`src/rtl/spectro_pkg.sv`:
```
// -----------------------------------------------------------------------------
// spectro_pkg
// Shared definitions for the spectrogram serial-link receiver.
//   SPECTRO_WORD_W    : default bits per slot word (also slot length in clocks)
//   SPECTRO_NUM_SLOTS : default slots per frame (RTC + 15 filter channels)
//   SPECTRO_SLOT_W    : width of the slot index
//   SLOT_RTC          : slot index of the RTC word
//   rx_state_e        : receiver FSM states
// -----------------------------------------------------------------------------
package spectro_pkg;

  localparam int SPECTRO_WORD_W    = 12;
  localparam int SPECTRO_NUM_SLOTS = 16;
  localparam int SPECTRO_SLOT_W    = 4;

  localparam logic [SPECTRO_SLOT_W-1:0] SLOT_RTC = '0;

  typedef enum logic [1:0] {
    IDLE,
    RECV,
    WAIT_END
  } rx_state_e;

endpackage : spectro_pkg

```
`src/rtl/spectro_rx_hold.sv`:
```
// -----------------------------------------------------------------------------
// spectro_rx_hold
// One-entry valid/ready holding register for received slot words.
// A load always wins: if the held word has not been taken, it is overwritten
// and overrun_o pulses for that cycle.
// Ports:
//   clk, rst_n   : clock, asynchronous active-low reset
//   load_i       : a completed word is presented this cycle
//   data_i/slot_i: completed word and its slot index
//   ready_i      : consumer accepts the held word when valid_o && ready_i
//   valid_o      : held word valid
//   data_o/slot_o: held word and slot index (0 while reset)
//   overrun_o    : single-cycle pulse, load while an untaken word is held
// -----------------------------------------------------------------------------
module spectro_rx_hold #(
  parameter int WORD_W = 12,
  parameter int SLOT_W = 4
) (
  input  logic              clk,
  input  logic              rst_n,
  input  logic              load_i,
  input  logic [WORD_W-1:0] data_i,
  input  logic [SLOT_W-1:0] slot_i,
  input  logic              ready_i,
  output logic              valid_o,
  output logic [WORD_W-1:0] data_o,
  output logic [SLOT_W-1:0] slot_o,
  output logic              overrun_o
);

  logic              valid_q, valid_d;
  logic [WORD_W-1:0] data_q,  data_d;
  logic [SLOT_W-1:0] slot_q,  slot_d;

  always_comb begin
    valid_d   = valid_q;
    data_d    = data_q;
    slot_d    = slot_q;
    overrun_o = 1'b0;
    if (load_i) begin
      valid_d   = 1'b1;
      data_d    = data_i;
      slot_d    = slot_i;
      // Only a word still waiting (not taken this cycle) is lost.
      overrun_o = valid_q & ~ready_i;
    end else if (valid_q && ready_i) begin
      valid_d = 1'b0;
    end
  end

  always_ff @(posedge clk or negedge rst_n) begin
    if (!rst_n) begin
      valid_q <= 1'b0;
      data_q  <= '0;
      slot_q  <= '0;
    end else begin
      valid_q <= valid_d;
      data_q  <= data_d;
      slot_q  <= slot_d;
    end
  end

  assign valid_o = valid_q;
  assign data_o  = data_q;
  assign slot_o  = slot_q;

endmodule : spectro_rx_hold

```
`src/rtl/spectro_frame_rx.sv`:
```
// -----------------------------------------------------------------------------
// spectro_frame_rx
// Deserializer for the spectrogram serial link. Rebuilds MSB-first slot words,
// tags them with their slot index, presents them on a valid/ready port and
// checks frame structure (sl at every slot start, frame_end after last slot).
// Optional build macro: SPECTRO_RX_FRAME_CNT_EN adds frame_cnt[7:0], a
// wrapping count of correctly terminated frames (unaffected by err_clr).
// Ports:
//   clk, reset_n          : clock, asynchronous active-low reset
//   sdata, sl, frame_end  : serial bit, slot-start strobe, end-of-frame strobe
//   word_data/word_slot   : received word and slot index (0 = RTC)
//   word_valid/word_ready : output handshake
//   frame_done            : one-cycle pulse on a correctly terminated frame
//   frame_err/overrun_err : sticky errors, cleared by err_clr
//   frame_cnt             : (macro only) terminated-frame counter
// -----------------------------------------------------------------------------
module spectro_frame_rx
  import spectro_pkg::*;
#(
  parameter int WORD_W    = SPECTRO_WORD_W,
  parameter int NUM_SLOTS = SPECTRO_NUM_SLOTS,
  parameter int SLOT_W    = SPECTRO_SLOT_W
) (
  input  logic              clk,
  input  logic              reset_n,
  input  logic              sdata,
  input  logic              sl,
  input  logic              frame_end,
  output logic [WORD_W-1:0] word_data,
  output logic [SLOT_W-1:0] word_slot,
  output logic              word_valid,
  input  logic              word_ready,
  output logic              frame_done,
  output logic              frame_err,
  output logic              overrun_err,
  input  logic              err_clr
`ifdef SPECTRO_RX_FRAME_CNT_EN
  ,
  output logic [7:0]        frame_cnt
`endif
);

  localparam int BCNT_W = $clog2(WORD_W + 1);
  localparam logic [BCNT_W-1:0] BCNT_ONE  = BCNT_W'(1);
  localparam logic [BCNT_W-1:0] LAST_BIT  = BCNT_W'(WORD_W - 1);
  localparam logic [SLOT_W-1:0] LAST_SLOT = SLOT_W'(NUM_SLOTS - 1);

  rx_state_e           state_q, state_d;
  // Holds the bits received so far; the final bit is taken straight from
  // sdata, so only WORD_W-1 bits ever need storing.
  logic [WORD_W-2:0]   shift_q, shift_d;
  // Bits received in the current slot; 0 means "waiting for the next sl".
  logic [BCNT_W-1:0]   bit_cnt_q, bit_cnt_d;
  logic [SLOT_W-1:0]   slot_q, slot_d;
  logic                frame_done_q, frame_done_d;
  logic                frame_err_q, overrun_err_q;

  logic                ferr_set;
  logic                word_load;
  logic [WORD_W-1:0]   word_full;
  logic                overrun_pulse;

  assign word_full = {shift_q, sdata};

  // ---------------------------------------------------------------------------
  // Next-state logic
  // ---------------------------------------------------------------------------
  always_comb begin
    state_d      = state_q;
    shift_d      = shift_q;
    bit_cnt_d    = bit_cnt_q;
    slot_d       = slot_q;
    frame_done_d = 1'b0;
    ferr_set     = 1'b0;
    word_load    = 1'b0;

    unique case (state_q)
      IDLE: begin
        if (sl) begin
          shift_d   = {{(WORD_W-2){1'b0}}, sdata};
          bit_cnt_d = BCNT_ONE;
          slot_d    = SLOT_RTC;
          state_d   = RECV;
        end
      end

      RECV: begin
        if (frame_end) begin
          ferr_set  = 1'b1;
          bit_cnt_d = '0;
          slot_d    = SLOT_RTC;
          state_d   = IDLE;
        end else if (sl) begin
          // sl mid-slot abandons the frame and restarts at the RTC slot;
          // sl at bit_cnt 0 is the expected start of the next slot.
          if (bit_cnt_q != '0) begin
            ferr_set = 1'b1;
            slot_d   = SLOT_RTC;
          end
          shift_d   = {{(WORD_W-2){1'b0}}, sdata};
          bit_cnt_d = BCNT_ONE;
        end else if (bit_cnt_q == '0) begin
          // Slot boundary without its sl.
          ferr_set = 1'b1;
          slot_d   = SLOT_RTC;
          state_d  = IDLE;
        end else begin
          shift_d = word_full[WORD_W-2:0];
          if (bit_cnt_q == LAST_BIT) begin
            // This cycle carries bit 0: the word is complete.
            word_load = 1'b1;
            bit_cnt_d = '0;
            if (slot_q == LAST_SLOT) begin
              state_d = WAIT_END;
            end else begin
              slot_d = slot_q + SLOT_W'(1);
            end
          end else begin
            bit_cnt_d = bit_cnt_q + BCNT_ONE;
          end
        end
      end

      WAIT_END: begin
        if (frame_end) begin
          frame_done_d = 1'b1;
        end
        if (sl) begin
          // A new frame may start in the same cycle as frame_end.
          if (!frame_end) begin
            ferr_set = 1'b1;
          end
          shift_d   = {{(WORD_W-2){1'b0}}, sdata};
          bit_cnt_d = BCNT_ONE;
          slot_d    = SLOT_RTC;
          state_d   = RECV;
        end else if (frame_end) begin
          slot_d  = SLOT_RTC;
          state_d = IDLE;
        end
      end

      default: begin
        bit_cnt_d = '0;
        slot_d    = SLOT_RTC;
        state_d   = IDLE;
      end
    endcase
  end

  // ---------------------------------------------------------------------------
  // State and status registers
  // ---------------------------------------------------------------------------
  always_ff @(posedge clk or negedge reset_n) begin
    if (!reset_n) begin
      state_q       <= IDLE;
      shift_q       <= '0;
      bit_cnt_q     <= '0;
      slot_q        <= SLOT_RTC;
      frame_done_q  <= 1'b0;
      frame_err_q   <= 1'b0;
      overrun_err_q <= 1'b0;
    end else begin
      state_q       <= state_d;
      shift_q       <= shift_d;
      bit_cnt_q     <= bit_cnt_d;
      slot_q        <= slot_d;
      frame_done_q  <= frame_done_d;
      // A new error in the clearing cycle must survive the clear.
      frame_err_q   <= ferr_set | (frame_err_q & ~err_clr);
      overrun_err_q <= overrun_pulse | (overrun_err_q & ~err_clr);
    end
  end

`ifdef SPECTRO_RX_FRAME_CNT_EN
  logic [7:0] frame_cnt_q;

  // Counts alongside the frame_done pulse so both become visible together.
  always_ff @(posedge clk or negedge reset_n) begin
    if (!reset_n) begin
      frame_cnt_q <= '0;
    end else if (frame_done_d) begin
      frame_cnt_q <= frame_cnt_q + 8'd1;
    end
  end

  assign frame_cnt = frame_cnt_q;
`endif

  // ---------------------------------------------------------------------------
  // Output holding register
  // ---------------------------------------------------------------------------
  spectro_rx_hold #(
    .WORD_W (WORD_W),
    .SLOT_W (SLOT_W)
  ) u_hold (
    .clk       (clk),
    .rst_n     (reset_n),
    .load_i    (word_load),
    .data_i    (word_full),
    .slot_i    (slot_q),
    .ready_i   (word_ready),
    .valid_o   (word_valid),
    .data_o    (word_data),
    .slot_o    (word_slot),
    .overrun_o (overrun_pulse)
  );

  assign frame_done  = frame_done_q;
  assign frame_err   = frame_err_q;
  assign overrun_err = overrun_err_q;

endmodule : spectro_frame_rx

```
`config.mk`:
```
export PLATFORM = sky130hd
export DESIGN_NAME = spectro_frame_rx
export DESIGN_NICKNAME = d
export VERILOG_FILES = /design/src/rtl/spectro_pkg.sv /design/src/rtl/spectro_rx_hold.sv /design/src/rtl/spectro_frame_rx.sv
export SDC_FILE = /design/constraint.sdc
export NUM_CORES = 1
export LEC_CHECK = 0
export ABC_AREA = 1
export BUFFER_PORTS_ARGS = -buffer_cell sky130_fd_sc_hd__buf_4
export CORE_MARGIN = 2
export CORE_UTILIZATION = 33
export CTS_CLUSTER_DIAMETER = 60
export DETAILED_ROUTE_END_ITERATION = 10
export SLEW_MARGIN = 15
export SYNTH_ARGS = -nofsm -noshare
export SYNTH_HDL_FRONTEND = slang
export SYNTH_SLANG_ARGS = --single-unit
```
`constraint.sdc`:
```
create_clock -name clk -period 3.94 [get_ports clk]
set_input_delay 0.591 -clock clk [delete_from_list [all_inputs] [get_ports clk]]
set_output_delay 0.591 -clock clk [all_outputs]
set_load 0.01 [all_outputs]
```
# After elaboration in Yosys (flattened, before gate mapping)
# Cells that the tools add are included.
# word_totals
regBits	41
out_inout_bits	20
inputBits	7
wordCells	93
# classes
bitwise_logic	7
n_reduce_logical	11
addsub	2
mux	47
n_eq_ne	16
# op_table
op	count
$mux 4	14
$mux 11	4
$pmux 11 s2	1
$mux 1	16
$mux 2	8
$ne 4x4->1 const B	4
$pmux 4 s3	1
$ne 5x5->1 const B	2
$reduce_and 5->1	2
$ne 3x3->1 const B	3
$add 4x1->4 const B	2
$eq 4x4->1 const B	2
$pmux 4 s2	1
$pmux 2 s3	1
$logic_not 4->1	1
$ne 2x2->1 const B	2
$reduce_and 4->1	1
$reduce_bool 2->1	2
$reduce_bool 4->1	1
$and 1x1->1	3
$eq 2x1->1 const B	1
$eq 2x2->1 const B	1
$logic_not 2->1	1
$ne 2x1->1 const B	1
other kinds (6)	8

# Longest topological paths before layout
# Gate-level depths: netlist of the first run.
# depth
ltp_word	8
ltp_mapped	10

# Hierarchy
# From an unflattened synthesis of the first run, not the netlist that was laid out.
# hier_totals
cells_unflattened	249
hier_area_um2	2033.2
# modules_own_cells
mod	seq_area_each_um2	cells_per_inst	n_inst	area_each_um2
spectro_frame_rx	600.6	176	1	1355.0
spectro_rx_hold	425.4	73	1	678.2

# Worst setup path before layout of the first run
# No wires, ideal clock.
# synth_timing
kind	reg-to-reg
start	reg bit_cnt_q[0]
end	reg shift_q[0]
arrival_ps	1413
required_time_ps	3814
n_path_buf	1
path_slack_ps	2401
synth_period_minus_slack_ps	1539
stages_incl_launch_ff	10
cell_sequence	dfrtp_1 inv_1 ha_1 inv_1 nor2_1 ha_1 o21ai_0 and3_4 clkbuf_4 o21ai_0
# synth_between
elab_chain_len	3
# synth_lines
element	line_no	source
start: declaration	spectro_frame_rx.sv:53	logic [BCNT_W-1:0] bit_cnt_q, bit_cnt_d;
start signal: assignment	spectro_frame_rx.sv:166	bit_cnt_q <= bit_cnt_d;
$logic_not 4->1	spectro_frame_rx.sv:102	end else if (bit_cnt_q == '0) begin
$ne 3x3->1 (no source line)	n/a	
$reduce_and 4->1 (no source line)	n/a	
end signal: assignment	spectro_frame_rx.sv:165	shift_q <= shift_d;
end: declaration	spectro_frame_rx.sv:51	logic [WORD_W-2:0] shift_q, shift_d;
# Every way passes these cells.
# A chain may end at the register's enable or synchronous reset.

# Final worst setup path of the first run
# layout_timing
start	reg state_q[1]
end	reg u_hold.data_q[8], in the netlist u_hold.data_o[8]
# layout_between
elab_chain_len	2
# layout_lines
element	line_no	source
start: declaration	spectro_frame_rx.sv:48	rx_state_e state_q, state_d;
start signal: assignment	spectro_frame_rx.sv:164	state_q <= state_d;
$eq 2x1->1	spectro_frame_rx.sv:77	unique case (state_q)
$mux 1	spectro_frame_rx.sv:77	
end signal: assignment	spectro_rx_hold.sv:58	data_q <= data_d;
end: declaration	spectro_rx_hold.sv:32	logic [WORD_W-1:0] data_q, data_d;
# Every way passes these cells.

==> run metrics, run 1 <==
max_cap viols 0; CTS Buffer Depth 2; Distinct cells, synth 23; first-pass GRT wire length 7150 microns; Initial Util 33.8%; layout net count ~280; Die Ht 81.6 microns; Peak VDD IR 0.190 mV; top cell type's share of synthesized area 51.6%; GP Congestion 0.815; fillers 616; CTS tree yes; status complete, no violations; commonest non-fill, non-tap cell in the layout nand2_1; Mapped Nets 256; multi-input combinational cell area roughly 790 sq um; M3 GR Usage roughly 3.5%; busiest grt layer met2; met2 usage 23.2%; Avg Synthesized Cell Area between 8 and 9 sq um; Flop pwr share about two fifths; # Post-CTS Setup Buffers 0; crit start category flip-flop; row count 28; min Tclk post-route around 2100 ps; sequential fraction of the synthesis area between 50% and 60%; # DRC 0; core area roughly 0.0059 sq mm; Worst-path clk slew ~80 ps; Vias ~1,600; die area ~0.0067 sq mm; Post-synth ARST share between 90% and 100%; upper clock frequency limit ~490 MHz; Detailed Route WL 3950 microns; htree depth 2; Power Total 1.22 mW; PD cells roughly 520 mW/mm^2; Area contributors post-synth dfrtp_1, nand2_1, o21ai_0; RSZ-0062 raised after global routing false; Gate Count Post-Synth approximately 240; synthesized flop and latch total 41; Tightest Pin Transition around 800 ps; vias in the first global route 1,615; Ports 27; Pleak 1.21 nW; GR Overflow Total 0; number of port buffers 26; P_int between 800 and 900 uW; DR pass1 iterations 4; area leader, netlist dfrtp_1; Gate power share between 20% and 30%; EDFF count, synth 0; CP Capture Type flip-flop; share of layout cells above drive strength 1 ~15%; Hold Path Class in -> async; initial antenna violation count 0; CP required 4140 ps; Fin Clk Skew between 8 and 9 ps; Resize count post-CTS 0; Root Buffer clkbuf_8; hold_buf cts 0; r2r setup slk around 1900 ps; Switching Fraction between 30% and 40%; P&R area growth vs syn 19.3%; TritonCTS Buffers 5; Initial DRC Count slightly above 80; WL per Instance 11.5 microns; post-DP HPWL 2910 microns; CP Class reg -> reg; clock share of power between 30% and 40%; most frequent cells in the layout nand2_1, dfrtp_1, inv_1, o21ai_0, buf_4; ys flop type dfrtp_1; FF/Latch Area 0.00103 sq mm; R2R cell count 6; Setup violations, final 0; die width about 82 microns; Via density 4.71; max_slew headroom roughly 46%; Final Max Tran Viols 0; synth warn 0; later-pin clock latency in the skew report roughly 300 ps; Ant. Diodes 0; sw power roughly 400 uW; Period Utilization, post-route between 50 and 60%; clock sink count between 40 and 50; All-Layer GR Usage approximately 14%; Max FO, Critical Path 30; largest net degree at the start of global routing 42; critical path arrival about 2300 ps; Routed Antenna Nets 0; Hold Fails Final Rpt 0; final setup TNS 0 ps; met1 Resource Use GR 17.1%; Synth Cell Area roughly 0.0020 sq mm
-- logic make-up (layout without fill, tap and decap cells) --
logic type | after synthesis | in the layout | share of synthesized area [%]
fa+ha+maj | 8 | 8 | 5.04
flops | 41 | 41 | 51.6
buf+inv | 41 | 69 | 8.63
simple gates | 112 | 112 | 24.4
compound gates | 39 | 39 | 10.3
-- final timing paths --
check                                 start                to
setup / recovery                 state_q[1]  u_hold.data_o[8]
hold / removal                      reset_n  u_hold.data_o[8]
setup reg to reg                 state_q[1]  u_hold.data_o[8]
hold reg to reg            u_hold.slot_o[1]  u_hold.slot_o[1]
max in group asynchronous           reset_n      bit_cnt_q[3]
min in group clk           u_hold.slot_o[1]  u_hold.slot_o[1]
-- synth_stat cells (2+ instances only) --
master	count
a21oi_1	3
buf_2	2
clkbuf_4	2
dfrtp_1	41
ha_1	8
inv_1	33
inv_2	2
nand2_1	61
nand3_1	24
nand4_1	3
nor2_1	18
nor3_1	2
o21ai_0	32
-- stage by stage --
step           hold slack, ps  std cells  setup WS [ps]  utilization, %  area (sq um)
2_1_floorplan             295        241           2400               -          1990
3_3_place_gp              466        336           1790            38.0          2240
3_5_place_dp              465        336           1770            38.0          2240
4_1_cts                   283        344           1850            40.3          2370
5_1_grt                   296        344           1530            40.3          2370
6_report                  261        344           1880            40.3          2370
-- routing by layer --
layer / vias to the layer above / routed length [microns]
met4: 0 / 47
met2: 32 / 1950
met5: - / 0
li1: 818 / -
met1: 764 / 1780
met3: 5 / 176
-- area by class of cell --
cell class / count / share of cell area [%]
sequential: 41 / 43.3
multi-input combinational: 159 / 33.3
timing repair buffer: 26 / 8.24
inverter: 35 / 5.54
tap: 75 / 3.96
clock buffer: 5 / 2.90
clock inverter: 3 / 2.75
-- flip-flops by register name, summed over array words and instances, names as in the netlist --
| name | count |
|---|---|
| u_hold.data_o | 12 |
| u_hold.slot_o | 4 |
| frame_err | 1 |
| u_hold.valid_o | 1 |
| bit_cnt_q | 4 |
| slot_q | 4 |
| overrun_err | 1 |
| frame_done | 1 |
| shift_q | 11 |
| state_q | 2 |
-- worst max-delay path, cell delays in order, from the launching register on --
cell and delay (ps):
dfrtp_1 420, inv_1 90, ha_1 210, nand2_1 140, nor2_4 200, nand2_1 510, o21ai_0 390
-- power by group through the flow --
stage / Clock (mW) / Combinational [mW] / Sequential, mW
after floorplan: 0 / 0.273 / 0.489
after CTS: 0.414 / 0.339 / 0.486
final: 0.399 / 0.339 / 0.486
after global placement: 0 / 0.335 / 0.493
after detailed placement: 0 / 0.338 / 0.494
after global routing: 0.430 / 0.399 / 0.490
No activity file was read; power rests on OpenSTA's default activity.
==> inputs of run 2 (changes only) <==
--- a/config.mk
+++ b/config.mk
@@ -5,7 +5,7 @@
 export SDC_FILE = /design/constraint.sdc
 export NUM_CORES = 1
 export LEC_CHECK = 0
-export ABC_AREA = 1
+export ABC_AREA = 0
 export BUFFER_PORTS_ARGS = -buffer_cell sky130_fd_sc_hd__buf_4
 export CORE_MARGIN = 2
 export CORE_UTILIZATION = 33
==> constraint.sdc (replaced) <==
create_clock -name clk -period 1.9 [get_ports clk]
set_input_delay 0.285 -clock clk [delete_from_list [all_inputs] [get_ports clk]]
set_output_delay 0.285 -clock clk [all_outputs]
set_load 0.01 [all_outputs]
==> run metrics, run 2 <==
post-synthesis simple-gate area fraction between 10% and 20%; CTS Buffer Depth 2; crit start category flip-flop; CP Class reg -> reg; Avg Synthesized Cell Area approximately 11 sq um; sw power roughly 790 uW; Routed Antenna Nets 0; clock share of power around a quarter; met2 usage 19.0%; RSZ-0062 raised after global routing true; critical path arrival ~2000 ps; top cell type's share of synthesized area about 50%; GR Overflow Total 0; layout net count 236; P_int 1.64 mW; area leader, netlist dfrtp_1; Fin Clk Skew just under 3 ps; Peak VDD IR about 0.45 mV; most frequent cells in the layout dfrtp_1, buf_4, inv_1, nand3_1, o21ai_0; post-synthesis xor/xnor area fraction 0%; core area just under 0.006 sq mm; M3 GR Usage approximately 2.8%; htree depth 2; status complete, no violations; synthesized flop and latch total just over 40; min Tclk post-route between 1500 and 2000 ps; ys flop type dfrtp_1; Distinct cells, synth 47; die area slightly below 0.007 sq mm; Pleak roughly 1.2 nW; Hold Path Class in -> reg; DR pass1 iterations 4; max_slew headroom about two thirds; Initial DRC Count 86; commonest non-fill, non-tap cell in the layout dfrtp_1; fin util 42.6%; P&R area growth vs syn 23.6%; post-DP HPWL roughly 2700 microns; row count 28; Worst-path clk slew roughly 80 ps; busiest grt layer met2; met1 Resource Use GR around 16%; Switching Fraction roughly a third; Period Utilization, post-route approximately 97%; Ant. Diodes 0; Area contributors post-synth dfrtp_1, mux2_4, mux2_2; largest net degree at the start of global routing 42; Hold Fails Final Rpt 0; vias in the first global route approximately 1,400; Crit path largest cell delay 390 ps; TritonCTS Buffers 5; post-synthesis mux area share between 10% and 20%; die width 82.9 microns; Flop pwr share ~42%; number of port buffers 26; WL per Instance between 10 and 15 microns; All-Layer GR Usage between 10% and 20%; later-pin clock latency in the skew report between 200 and 300 ps; first-pass GRT wire length around 6800 microns; CTS tree yes; Via density 4.75; slowest stage cell, crit path dfrtp_1; Tightest Pin Transition roughly 510 ps; largest family of logic cells by synthesized area simple AND/OR/NAND/NOR gates; synth warn 0; count leader, synth dfrtp_1; Root Buffer clkbuf_8; Gate Count Post-Synth ~180; final setup TNS 0 ps; Synth Area in Adders roughly 4.9%; Final Max Tran Viols 0; EDFF count, synth 0; Setup violations, final 0; upper clock frequency limit around 540 MHz; CP Capture Type flip-flop; post-synthesis compound-gate area fraction around 12%; crit path buf inv count 3; commonest cells in the netlist dfrtp_1, inv_1, nand3_1; max_cap viols 0; Synth Cell Area about 0.0021 sq mm; Initial Util 34.5%; max FFs per register 12; CP top delay family compound AO/OA/AOI/OAI gates; initial antenna violation count 0; share of layout cells above drive strength 1 35.7%; Die Ht 82.9 microns; Post-synth ARST share 100%; Detailed Route WL between 3000 and 4000 microns; CP required ~2100 ps; clock sink count 41; Vias between 1,000 and 1,500; Mapped Nets around 200; Ports 27; Max FO, Critical Path 5; Gate power share roughly a third; # DRC 0; PD cells roughly 960 mW/mm^2; worst path cell trace inv_2 > ha_1 > nor3b_4 > ha_2 > o21a_1 > a211oi_4 > buf_4 > buf_6 > nand3_1 > o21ai_0; GP Congestion between 0.7 and 0.8; sequential fraction of the synthesis area about half
run 2: cells by family after synthesis:
group,after synthesis
mux,21
simple gates,45
fa+ha+maj,8
compound gates,36
buf+inv,30
flops,41
run 2: path summary, 6_finish.rpt:
path                              startpoint                end  slack (ps)  cells after the start
worst max register to register  bit_cnt_q[0]         shift_q[8]          60                     10
worst min-delay path                   sdata   u_hold.data_o[0]         240                      2
worst max-delay path            bit_cnt_q[0]         shift_q[8]          60                     10
max in group asynchronous            reset_n         shift_q[3]        1040                      2
min in group asynchronous            reset_n  u_hold.data_o[10]         510                      2
worst min register to register   overrun_err        overrun_err         490                      1
run 2: routing by layer:
layer | routed length, microns | up-vias
li1 | - | 714
met1 | 1940 | 665
met2 | 1840 | 26
met3 | 134 | 2
met4 | 20 | 0
met5 | 0 | -
run 2: per-stage QoR:
step           setup slack (ps)  cell area (sq um)  hold slack (ps)  std cells  power, mW
5_1_grt                   -21.4               2540              235        296       2.60
2_1_floorplan              62.3               2050            -10.6        181       1.52
4_1_cts                    55.3               2480              234        291       2.32
6_report                   55.6               2540              242        296       2.43
3_3_place_gp                121               2380              296        283       1.71
3_5_place_dp               69.1               2380              303        283       1.73
run 2: power groups by stage:
stage	combinational [mW]	clock, mW	sequential (mW)
floorplan	0.498	0	1.02
global placement	0.675	0	1.04
detailed placement	0.689	0	1.04
CTS	0.693	0.605	1.02
global route	0.920	0.645	1.04
finish	0.832	0.572	1.03
run 2: layout make-up:
cell class | count | area (sq um)
Clock buffer | 6 | 82.6
Clock inverter | 1 | 7.51
Fill cell | 586 | 3420
Inverter | 22 | 82.6
Multi-Input combinational cell | 110 | 912
Sequential cell | 41 | 1030
Tap cell | 75 | 93.8
Timing Repair Buffer | 41 | 334
run 2: repair_timing:
item,CTS,global route
endpoints found under the setup margin,0,11
hold buffers,1,0
resized for setup,0,12
endpoints found under the hold margin,41,0
buffers inserted,0,3
